[src/rtl/dm_abs_cmd.sv]
// dm_abs_cmd: abstract-command sequencer; decodes `command`, runs the go/ack/done handshake, owns busy/cmderr.
// Define DM_ABS_POSTINC_EN to accept aampostincrement and emit arg1_inc pulses.
module dm_abs_cmd #(
    parameter int WAIT_TIMEOUT = 0,
    parameter int TO_W = 16
) (
    input  logic        clk,
    input  logic        rst_n,
    input  logic        dmactive,
    input  logic        cmd_valid,
    input  logic [31:0] cmd,
    input  logic        hart_halted,
    input  logic        hart_ack,
    input  logic        hart_done,
    input  logic        hart_exception,
    input  logic [2:0]  cmderr_clr,
    output logic        go,
    output logic [2:0]  routine,
    output logic [11:0] instr_fix,
    output logic        busy,
    output logic [2:0]  cmderr,
    output logic        arg1_inc,
    output logic [2:0]  arg1_inc_val
);
`ifdef DM_ABS_POSTINC_EN
    localparam logic POSTINC = 1'b1;
`else
    localparam logic POSTINC = 1'b0;
`endif
    localparam logic [1:0] IDLE = 2'd0;
    localparam logic [1:0] GO   = 2'd1;
    localparam logic [1:0] WAIT = 2'd2;
    localparam logic [2:0] ERR_NONE  = 3'd0;
    localparam logic [2:0] ERR_BUSY  = 3'd1;
    localparam logic [2:0] ERR_UNSUP = 3'd2;
    localparam logic [2:0] ERR_EXC   = 3'd3;
    localparam logic [2:0] ERR_HALT  = 3'd4;

    logic [1:0]      state_q, state_d;
    logic            go_q, go_d, busy_q, busy_d;
    logic [2:0]      rt_q, rt_d, err_q, err_d;
    logic [11:0]     fix_q, fix_d;
    logic [TO_W-1:0] to_q, to_d;
    logic            pinc_q, pinc_d, inc_q, inc_d;
    logic [2:0]      incv_q, incv_d;

    logic [7:0]  cmdtype;
    logic [2:0]  size;
    logic        postinc, postexec, transfer, write;
    logic [15:0] regno;
    logic        unused_bit;
    logic        is_gpr, is_csr, is_mem, noop, timeout;
    logic [2:0]  chk_err;

    assign cmdtype    = cmd[31:24];
    assign unused_bit = cmd[23];
    assign size       = cmd[22:20];
    assign postinc    = cmd[19];
    assign postexec   = cmd[18];
    assign transfer   = cmd[17];
    assign write      = cmd[16];
    assign regno      = cmd[15:0];

    assign is_mem  = cmdtype == 8'd2;
    assign is_gpr  = regno[15:5] == 11'h080;
    assign is_csr  = regno[15:12] == 4'h0;
    assign noop    = cmdtype == 8'd0 && !transfer && !postexec;
    assign timeout = WAIT_TIMEOUT != 0 && to_q == TO_W'(WAIT_TIMEOUT - 1);

    // First failing check in priority order; ERR_NONE means the command may run.
    assign chk_err = (cmdtype != 8'd0 && !is_mem)                                        ? ERR_UNSUP :
                     (!is_mem && (size != 3'd2 || postexec || !(is_gpr || is_csr)))      ? ERR_UNSUP :
                     (is_mem && (size > 3'd2 || (postinc && !POSTINC)))                  ? ERR_UNSUP :
                     !hart_halted                                                        ? ERR_HALT  : ERR_NONE;

    always_comb begin
        state_d = state_q;
        rt_d    = rt_q;
        fix_d   = fix_q;
        to_d    = to_q;
        pinc_d  = pinc_q;
        inc_d   = 1'b0;
        incv_d  = 3'd0;
        err_d   = err_q & ~cmderr_clr;
        if (state_q != IDLE && cmd_valid && err_q == ERR_NONE)
            err_d = ERR_BUSY;
        case (state_q)
            IDLE: if (cmd_valid && err_q == ERR_NONE && !noop) begin
                if (chk_err != ERR_NONE) begin
                    err_d = chk_err;
                end else begin
                    state_d = GO;
                    rt_d    = is_mem ? (write ? 3'd5 : 3'd6) : is_gpr ? (write ? 3'd1 : 3'd2) : (write ? 3'd3 : 3'd4);
                    fix_d   = is_mem ? {9'b0, size} : is_gpr ? {7'b0, regno[4:0]} : regno[11:0];
                    pinc_d  = POSTINC && is_mem && postinc;
                end
            end
            GO: if (hart_ack) begin
                state_d = WAIT;
                to_d    = '0;
            end
            WAIT: begin
                to_d = to_q + 1'b1;
                if (hart_exception || (timeout && !hart_done)) begin
                    err_d   = ERR_EXC;
                    state_d = IDLE;
                end else if (hart_done) begin
                    state_d = IDLE;
                    inc_d   = pinc_q;
                    incv_d  = pinc_q ? 3'b001 << fix_q[1:0] : 3'd0;
                end
            end
            default: state_d = IDLE;
        endcase
        if (!dmactive) begin
            state_d = IDLE;
            rt_d    = 3'd0;
            fix_d   = 12'd0;
            to_d    = '0;
            pinc_d  = 1'b0;
            inc_d   = 1'b0;
            incv_d  = 3'd0;
            err_d   = ERR_NONE;
        end
    end

    assign go_d   = state_d == GO;
    assign busy_d = state_d != IDLE;

    always_ff @(posedge clk or negedge rst_n) begin
        if (!rst_n) begin
            state_q <= IDLE;
            go_q    <= 1'b0;
            busy_q  <= 1'b0;
            rt_q    <= 3'd0;
            fix_q   <= 12'd0;
            err_q   <= 3'd0;
            to_q    <= '0;
            pinc_q  <= 1'b0;
            inc_q   <= 1'b0;
            incv_q  <= 3'd0;
        end else begin
            state_q <= state_d;
            go_q    <= go_d;
            busy_q  <= busy_d;
            rt_q    <= rt_d;
            fix_q   <= fix_d;
            err_q   <= err_d;
            to_q    <= to_d;
            pinc_q  <= pinc_d;
            inc_q   <= inc_d;
            incv_q  <= incv_d;
        end
    end

    assign go           = go_q;
    assign busy         = busy_q;
    assign routine      = rt_q;
    assign instr_fix    = fix_q;
    assign cmderr       = err_q;
    assign arg1_inc     = inc_q;
    assign arg1_inc_val = incv_q;
endmodule
[config.mk]
export PLATFORM = sky130hd
export DESIGN_NAME = dm_abs_cmd
export DESIGN_NICKNAME = d
export VERILOG_FILES = /design/src/rtl/dm_abs_cmd.sv
export SDC_FILE = /design/constraint.sdc
export NUM_CORES = 1
export LEC_CHECK = 0
export CELL_PAD_IN_SITES_DETAIL_PLACEMENT = 2
export CELL_PAD_IN_SITES_GLOBAL_PLACEMENT = 2
export CORE_AREA = 2 2 85 87
export CTS_CLUSTER_DIAMETER = 50
export DETAILED_ROUTE_END_ITERATION = 16
export DIE_AREA = 0 0 87 89
export PLACE_DENSITY = 0.8
export SETUP_SLACK_MARGIN = 0.05
export SYNTH_ARGS = -nofsm -noshare
export SYNTH_HDL_FRONTEND = slang
export SYNTH_SLANG_ARGS = --single-unit
[constraint.sdc]
create_clock -name clk -period 1.8 [get_ports clk]
set_input_delay 0.36 -clock clk [delete_from_list [all_inputs] [get_ports clk]]
set_output_delay 0.36 -clock clk [all_outputs]
set_load 0.01 [all_outputs]
==> impl_metrics.toml, run 1 <==
[status]
violations = "setup timing"
status = "finished with violations"

[critical_path]
critical-path-top-delay-family = "simple AND/OR/NAND/NOR gates"
critical_path.startpoint = "cmderr[2]"
max_stage_delay_ps = 450
worstPathMaxFanout = 7
slowest_stage = "or4_4"
worstPathArrival_ps = 2110
rrSetupSlack_ps = -150
path_depth = 5
crit_path_end = "instr_fix[0]"
cp.required_ps = 1950
r2r_cells = 5
crit-reg2reg-capture = "instr_fix[0]"
path_class = "reg2reg"
critPathBufInv = 1
crit_chain = "nor4b_4, nand4_1, or4_4, buf_6, mux2_4"
r2r_start = "cmderr[2]"
end_kind = "flop"
start_kind = "flop"

[synth]
synth_cell_types = 37
yosysMostFrequentCell = "dfrtp_1"
synth.largest_area_cell = "dfrtp_1"
synth_seq_area_share_pct = 41.24
synthArstFlopShare_pct = 100.0
syn_area_um2 = 1335
yosys_warnings = 0
synth.top_cell.area_share_pct = 41.24
syn-instance-count = 140
netlist_top_cells_count = "dfrtp_1, nand2_1, mux2i_1"
synth_ff_type = "dfrtp_1"
synth_enable_flop_cells = 0
netlist_top_cells_area = "dfrtp_1, mux2i_1, nand4_1"
ys_ff_latch = 22
synth_area_per_cell_um2 = 9.536

[final_layout]
areaGrowthSynthToFinish_pct = 83.22
diodes = 0
multi_input_area_um2 = 798.3
utilization_pct = 36.41
final_nets = 285
fill_cells = 721
seqCellArea_um2 = 550.5
drive_gt1_share_pct = 27.92

[cts]
clkLatencyLatePin_ps = 260
cts-root-buf = "clkbuf_8"
cts_buffers = 3
ctsHoldBuffers = 0
htreeDepth = 1
cts_tree = "built"
clk_pin_slew_ps = 80
cts_max_path_buffers = 2
cts_sinks = 22

[route]
ant_nets = 0
wl_per_cell_um = 17.53
drtIter0Drc = 52
firstDrtPassIters = 4
viasPerCell = 4.706
drc = 0
routed_wl_um = 5608
num_vias = 1506

[global_route]
track_usage_pct = 14.90
grt_pass1_vias = 1659
grt_antenna_before_repair = 0
grt_start_max_net_pins = 29
grt_overflow = 0
grt_pass1_wl_um = 8880

[die]
core_um2 = 6719
dieArea_um2 = 7743
dieHeight_um = 89
initial_core_util_pct = 19.87
rows = 30
ios = 67
die_w_um = 87

[sta]
period_minus_slack_ps = 1954
fin_skew_ps = 1.130
setup_viol = 18
finalSetupTns_ps = -1512
finalHoldViolCount = 0
finalCritPeriodShare_pct = 108.5
setup_slack_ps = -153.5
timing.fmax_mhz = 511.9
rsz0062_at_grt = "true"
slew_violations = 0
whs_ps = 454.0

[placement]
place.gp.congestion = 0.8087
hpwl_um = 4043
post-place-ws_ps = -705.6
place.port_buffers = 61

[pwr]
cellPowerDensity_nw_per_um2 = 454.9
clkPwrFrac_pct = 32.7
ir_worst_vdd_v = 0.0002334
p_leak_nw = 1.165
swShare_pct = 25.75
intPower_mw = 0.8262
p_sw_mw = 0.2865
power_frac_seq_pct = 44.8
power_frac_comb_pct = 22.5

[hold_path]
hp-class = "in2async"

[flow_run]
drv_cap = 0
layout make-up:
class                           instances  share of cell area (%)
Inverter                                6                  0.9207
Multi-Input combinational cell        106                   32.63
Clock buffer                            4                   2.251
Tap cell                               80                   4.092
Timing Repair Buffer                  102                   37.60
Sequential cell                        22                   22.51
per-layer routing:
layer  share of wire (%)  track usage [%]
met1                  42            18.57
met2                  53            27.00
met3                 3.7            1.847
met4                 1.3            4.261
met5                   0                0
metrics by stage:
step                      cell area (um^2)  instances  power [mW]
after floorplan                       1359        143      0.5684
after global placement                2220        303      0.7254
after detailed placement              2220        303      0.7328
after CTS                             2430        319       1.116
after global routing                  2446        320       1.162
final                                 2446        320       1.113
cells by family (layout without fill, tap and decap cells):
logic type / after synthesis / in the layout / share of synthesized area, %
mux: 15 / 15 / 12.37
simple gates: 61 / 61 / 26.24
buf+inv: 15 / 112 / 7.123
flops: 22 / 22 / 41.24
fa+ha+maj: 1 / 1 / 0.9371
compound gates: 25 / 25 / 11.81
other cells: 1 / 4 / 0.2809
flip-flops by register name (all words and copies together), names as in the netlist:
signal and cells:
routine 3, go 1, state_q 2, busy 1, instr_fix 12, cmderr 3
power groups by stage:
stage | combinational (mW) | clock [mW] | sequential, mW
after global routing | 0.270 | 0.393 | 0.499
after detailed placement | 0.226 | 0 | 0.507
after global placement | 0.219 | 0 | 0.507
after CTS | 0.243 | 0.375 | 0.498
after floorplan | 0.0598 | 0 | 0.509
final | 0.251 | 0.364 | 0.498
timing repair:
action / 4_1_cts / 5_1_grt
gates cloned: 0 / 0
pin swaps: 12 / 2
resized for setup: 52 / 3
endpoints found under the setup margin: 19 / 22
setup buffers: 12 / 1
how the worst min path moves through the flow:
stage / from / endpoint / slack [ps] / depth (start not counted)
after global routing: rst_n / instr_fix[9] / 490 / 2
final: rst_n / cmderr[0] / 450 / 2
after floorplan: rst_n / busy / 60 / 0
after CTS: rst_n / instr_fix[7] / 460 / 2
after detailed placement: instr_fix[5] / instr_fix[5] / 540 / 2
after global placement: routine[0] / routine[0] / 520 / 2
layout by cell type (no fill, tap or decap), types with 5 or more instances in the layout:
master | Yosys | layout
dlygate4sd2_1 | 0 | 21
dfrtp_1 | 22 | 22
nand2_1 | 14 | 14
mux2i_1 | 12 | 12
buf_4 | 4 | 38
inv_1 | 5 | 5
nand4_1 | 9 | 9
a21oi_1 | 9 | 7
nand3_1 | 9 | 9
clkdlybuf4s50_1 | 0 | 34
Power figures use the tool's default switching activity.
==> run 2: changes to the inputs <==
--- a/config.mk
+++ b/config.mk
@@ -9,6 +9,7 @@
 export CELL_PAD_IN_SITES_GLOBAL_PLACEMENT = 2
 export CORE_AREA = 2 2 85 87
 export CTS_CLUSTER_DIAMETER = 50
+export CTS_CLUSTER_SIZE = 40
 export DETAILED_ROUTE_END_ITERATION = 16
 export DIE_AREA = 0 0 87 89
 export PLACE_DENSITY = 0.8
==> results of run 2 <==
No change in the layout: final DEF, timing and power equal those of run 1.
